==> src/rtl/fetch_unit.sv <==
// rtl/fetch_unit.sv - instruction fetch stage: owns the PC, fetches one 16-bit word per memory transaction
// Single outstanding request; redirects squash any in-flight response from the old address.
module fetch_unit #(
  parameter logic [15:0] RESET_PC = 16'h0000,
  parameter logic [15:0] PC_STEP  = 16'd2
) (
  input  logic        clk,
  input  logic        rst,
  output logic        memReq,
  output logic [15:0] memAddr,
  input  logic        memAck,
  input  logic        memValid,
  input  logic [15:0] memData,
  output logic        instrValid,
  input  logic        instrReady,
  output logic [15:0] instrOut,
  output logic [15:0] pcOut,
  input  logic        redirectValid,
  input  logic [15:0] redirectPc
);

  typedef enum logic [1:0] {
    S_REQ  = 2'd0,
    S_WAIT = 2'd1,
    S_HOLD = 2'd2
  } state_t;

  state_t      r_state;
  state_t      w_next_state;
  logic [15:0] r_fetch_pc;
  logic [15:0] w_next_pc;
  logic        r_squash;
  logic        w_next_squash;
  logic        w_capture;
  logic [15:0] r_instr;
  logic [15:0] r_pc;
  logic [15:0] w_redirect_pc;

  assign w_redirect_pc = redirectPc & 16'hFFFE;

  always_comb begin
    w_next_state  = r_state;
    w_next_pc     = redirectValid ? w_redirect_pc : r_fetch_pc;
    w_next_squash = r_squash;
    w_capture     = 1'b0;
    case (r_state)
      S_REQ: begin
        if (memAck) begin
          w_next_state  = S_WAIT;
          w_next_squash = redirectValid;
        end
      end
      S_WAIT: begin
        if (memValid) begin
          w_next_state  = S_REQ;
          w_next_squash = 1'b0;
          // A redirect landing on the response cycle drops the data just like a pending squash.
          if (!r_squash && !redirectValid) begin
            w_next_state = S_HOLD;
            w_capture    = 1'b1;
            w_next_pc    = r_fetch_pc + PC_STEP;
          end
        end else if (redirectValid) begin
          w_next_squash = 1'b1;
        end
      end
      S_HOLD: begin
        if (instrReady || redirectValid) begin
          w_next_state = S_REQ;
        end
      end
      default: begin
        w_next_state = S_REQ;
      end
    endcase
  end

  always_ff @(posedge clk or posedge rst) begin
    if (rst) begin
      r_state    <= S_REQ;
      r_fetch_pc <= RESET_PC & 16'hFFFE;
      r_squash   <= 1'b0;
      r_instr    <= 16'h0000;
      r_pc       <= 16'h0000;
    end else begin
      r_state    <= w_next_state;
      r_fetch_pc <= w_next_pc;
      r_squash   <= w_next_squash;
      if (w_capture) begin
        r_instr <= memData;
        r_pc    <= r_fetch_pc;
      end
    end
  end

  assign memReq     = (r_state == S_REQ) && !rst;
  assign memAddr    = memReq ? r_fetch_pc : 16'h0000;
  assign instrValid = (r_state == S_HOLD);
  assign instrOut   = r_instr;
  assign pcOut      = r_pc;

endmodule

==> config.mk <==
export PLATFORM = sky130hd
export DESIGN_NAME = fetch_unit
export DESIGN_NICKNAME = d
export VERILOG_FILES = /design/src/rtl/fetch_unit.sv
export SDC_FILE = /design/constraint.sdc
export NUM_CORES = 1
export LEC_CHECK = 0
export ABC_AREA = 1
export ABC_CLOCK_PERIOD_IN_PS = 1800
export BUFFER_PORTS_ARGS = -buffer_cell sky130_fd_sc_hd__buf_4
export CORE_UTILIZATION = 50
export CTS_BUF_LIST = sky130_fd_sc_hd__clkbuf_16
export DETAILED_ROUTE_END_ITERATION = 7
export PLACE_DENSITY = 0.8
export SLEW_MARGIN = 0
export SYNTH_ARGS = -nofsm -noshare
export SYNTH_HDL_FRONTEND = slang
export SYNTH_SLANG_ARGS = --single-unit
==> constraint.sdc <==
create_clock -name clk -period 1.8 [get_ports clk]
set_clock_uncertainty 0.05 [all_clocks]
set_input_delay 0.36 -clock clk [delete_from_list [all_inputs] [get_ports clk]]
set_output_delay 0.36 -clock clk [all_outputs]
set_load 0.03 [all_outputs]
# == Word level (Yosys, flattened, before mapping) ==
# Index checks and enable logic that the tools add are counted.
# Widths: inputs -> output; s select.
# totals
register_bits,51
in_bits,38
word_cells,39
# op_classes
addsub,1
n_eq_ne,6
mux,17
reduce_logical,10
# op_table
cell,count
$mux 16,5
$add 16x2->16 const B,1
$mux 2,4
$mux 1,6
$pmux 2 s3,1
$reduce_and 3->1,2
$ne 2x2->1 const B,2
$logic_not 1->1,3
$ne 3x3->1 const B,1
$eq 2x1->1 const B,1
$eq 2x2->1 const B,1
$logic_and 1x1->1,2
$logic_not 2->1,1
$ne 2x1->1 const B,1
$pmux 1 s2,1
$reduce_bool 2->1,1
$logic_or 1x1->1,1

# == Depth between registers and ports, before layout ==
# depth
word_depth,5
ltp_mapped,8

# == Worst setup path after synthesis ==
# OpenSTA, ideal clock, no wires.
# synth_path
kind,reg-to-output
from,register r_state[1]
to,output memAddr[10]
arrival_ps,1787
required_ps,1390
slack_ps,-397
path_stages_with_launch,7
path_buffers,1
cell_sequence,dfrtp_1 > inv_1 > nand2_1 > nor2_1 > inv_1 > buf_6 > nor2_1
# synth_between
elab_chain_cells,3
# synth_rtl
item,line,source
from (decl),28,state_t r_state;
from (signal assigned),86,r_state <= w_next_state;
$logic_not 2->1,96,assign memReq = (r_state == S_REQ) && !rst;
$logic_and 1x1->1,96,
via memReq,9,"output logic memReq,"
$mux 16,97,assign memAddr = memReq ? r_fetch_pc : 16'h0000;
to (decl),10,"output logic [15:0] memAddr,"
# The timed path passes the listed nets, and every way through them passes these cells.

# == Worst setup path in the final report ==
# layout_path
from,register r_state[1]
to,output memAddr[2]
# layout_between
elab_chain_cells,3
# layout_rtl
item,line
$logic_not 2->1,96
$logic_and 1x1->1,96
$mux 16,97
# Every way passes these cells.

==> results.txt <==
Status: finished with violations
Failing checks: setup timing
Post-DR wirelength/cell: 13.21 um
I/O pins: 88
CTS root buffer: clkbuf_16
Area growth, synth to finish: 43.14%
R2r setup slk: 230 ps
Most frequent cells in the layout: nand2_1, buf_4, dfrtp_1
Multiplexer share of the synthesized area: 0
Cell count after placement: 474
Die area: 0.005341 mm^2
DP Wirelength: 4.405 mm
Min-delay worst type: input port to asynchronous set/reset pin
TritonCTS Buffers: 5
Worst-path clk slew: 60 ps
Place WS: 151.8 ps
Rel. slew slack: 0.7025
Antenna viol nets, final: 0
FF+latch count, synth: 51
Port Buffer Count: 86
R2R cell count: 7
Post-Syn Instances: 326
WHS: 53.93 ps
# clock sinks: 51
Antenna diodes: 0
Post-Synth XOR/XNOR Area: 0.006934
Reg2reg start: r_state[1]
Gr usage total: 0.2557
Largest family of logic cells by synthesized area: simple AND/OR/NAND/NOR gates
Worst Path Required: 1390 ps
Syn_nets: 365
Critical Path Sink Type: output pin
Minimum clock period after layout: 1828 ps
Nets@finish: 459
Initial cell density of the core: 0.5278
Design Area, Final: 0.003616 mm^2
Overall routed net length: 6.435 mm
CTS max path bufs: 2
Post-DP Area: 0.003274 mm^2
Vias: 2477
Cell Area, Synth: 0.002526 mm^2
Global-route wire length before repair: 10.37 mm
Leakage: 1.857 nW
Crit path launch: r_state[1]
Synth Area in Simple Gates: 0.3175
Sequential element share of the synthesized area: 0.5052
Pre-antenna DRT Iters: 6
Die Ht: 73.08 um
Final Setup Violations: 15
Max Freq: 0.5470 GHz
Routed vias/inst: 5.086
Worst Setup Start Kind: flop
Setup CP Type: flop to output pin
Fin. max-slew vios: 0
Initial antenna violation count: 0
Total of max-cap violations: 0
Yosys Warn Count: 0
Power per cell area: 1449 mW/mm^2
Largest net degree at the start of global routing: 33
Critical-path maximum fanout: 8
Die W: 73.08 um
Final setup margin: -28.30 ps
RR Endpoint: r_fetch_pc[9]
Count of unique library cells instantiated by Yosys: 23
DRC viols: 0
Core area: 0.004786 mm^2
Final hold violation count: 0
Fraction of final layout cells sized beyond drive strength 1: 0.3286
RSZ-0062 raised after global routing: yes
Clk_lat worst skew: 280 ps
Worst-margin pin slew: 445.6 ps
Post-synthesis adder-cell area fraction: 0.004953
Arr. time, crit path: 1420 ps
GR Overflow Total: 0
Site Rows: 25
Drt initial violations: 183
CTS tree: yes
Post-synthesis compound-gate area fraction: 0.07578
Final worst path period share: 1.016
Synth Area per Inst: 7.749 um^2
Gpl congestion: 0.8196
Commonest non-fill, non-tap cell in the layout: nand2_1
VDD IR max: 0.9053 mV
# H-tree levels: 2
Non-Filler Instances: 487
Vias in the first global route: 2311
==> area by class of cell <==
type,instances,area [um^2]
flip-flops and latches,51,1276
fillers,378,1170
multi-input cells,229,1124
repair buffers,101,875.8
clock buffers,5,125.1
inverters,32,122.6
well taps,67,83.83
clock inverters,2,8.758
==> registers in the layout (all words and copies together) (netlist names) <==
| name | count |
|---|---|
| pcOut | 16 |
| r_fetch_pc | 16 |
| r_squash | 1 |
| instrOut | 16 |
| r_state | 2 |
==> synthesized netlist by cell type <==
library cell | instances | area, um^2
nor2_1 | 48 | 180.2
dfrtp_1 | 51 | 1276
a21oi_1 | 1 | 5.000
nand2_1 | 110 | 412.9
nor2_4 | 2 | 22.52
buf_2 | 1 | 5.000
nand3_2 | 1 | 10.01
buf_6 | 6 | 67.56
o22ai_1 | 1 | 6.260
a31oi_2 | 1 | 12.51
inv_2 | 2 | 7.510
o31ai_1 | 1 | 7.510
or2_2 | 1 | 6.260
o211ai_1 | 8 | 60.06
nand3_1 | 24 | 120.1
nand4_1 | 5 | 31.28
xor2_1 | 2 | 17.52
inv_1 | 30 | 112.6
ha_1 | 1 | 12.51
clkbuf_1 | 5 | 18.77
o21ai_0 | 20 | 100.1
nor2_2 | 3 | 18.77
buf_4 | 2 | 15.01
==> through the flow <==
stage	util	power [W]	setup TNS, ps
after floorplan	-	0.003299	0
after detailed placement	0.6842	0.004175	0
after CTS	0.7365	0.005179	0
after global routing	0.7556	0.005531	-847.2
final	0.7556	0.005241	-196.4
after global placement	0.6842	0.004111	0
==> logic make-up (layout without fill, tap and decap cells) <==
group,after synthesis,after routing
buffers and inverters,46,140
adders and majority gates,1,1
and+or+nand+nor,194,194
xor gates and xnor gates,2,2
AOI/OAI and AO/OA,32,32
DFF,51,51
==> worst max-delay path, stage by stage, from the launching register on <==
cell and delay [ps]:
dfrtp_1 390, inv_2 70, nand2_2 60, nor2_4 150, inv_4 70, buf_12 160, nor2_2 100, buf_6 140
==> report_power, final <==
part	internal (W)	switching, W	leakage, nW	total, W
Clock	0.000500	0.000386	0.0671	0.000886
Combinational	0.000947	0.00156	1.17	0.00251
Sequential	0.00156	0.000287	0.619	0.00185
Total	0.00301	0.00223	1.86	0.00524
==> per-layer routing <==
metal  part of all wire  vias up  global-route usage
li1                   -     1209                   -
met2               0.49       97              0.4465
met4              0.026        0             0.08497
met3              0.060       18             0.06354
met1               0.42     1153              0.3077
met5                  0        -                   0
==> timing repair <==
item,4_1_cts,5_1_grt
endpoints found under the setup margin,16,16
gates cloned,1,0
hold buffers,0,0
pin swaps,0,1
buffers inserted,3,2
resized for setup,19,21
==> how the worst max path moves through the flow <==
stage	end	slack (ps)	depth (start not counted)
finish	memAddr[2]	-30	7
detailed placement	memAddr[15]	150	7
CTS	memAddr[15]	9	7
global route	memAddr[2]	-70	7
floorplan	memAddr[10]	40	6
global placement	memAddr[1]	210	7
(Power assumes the default switching activity.)
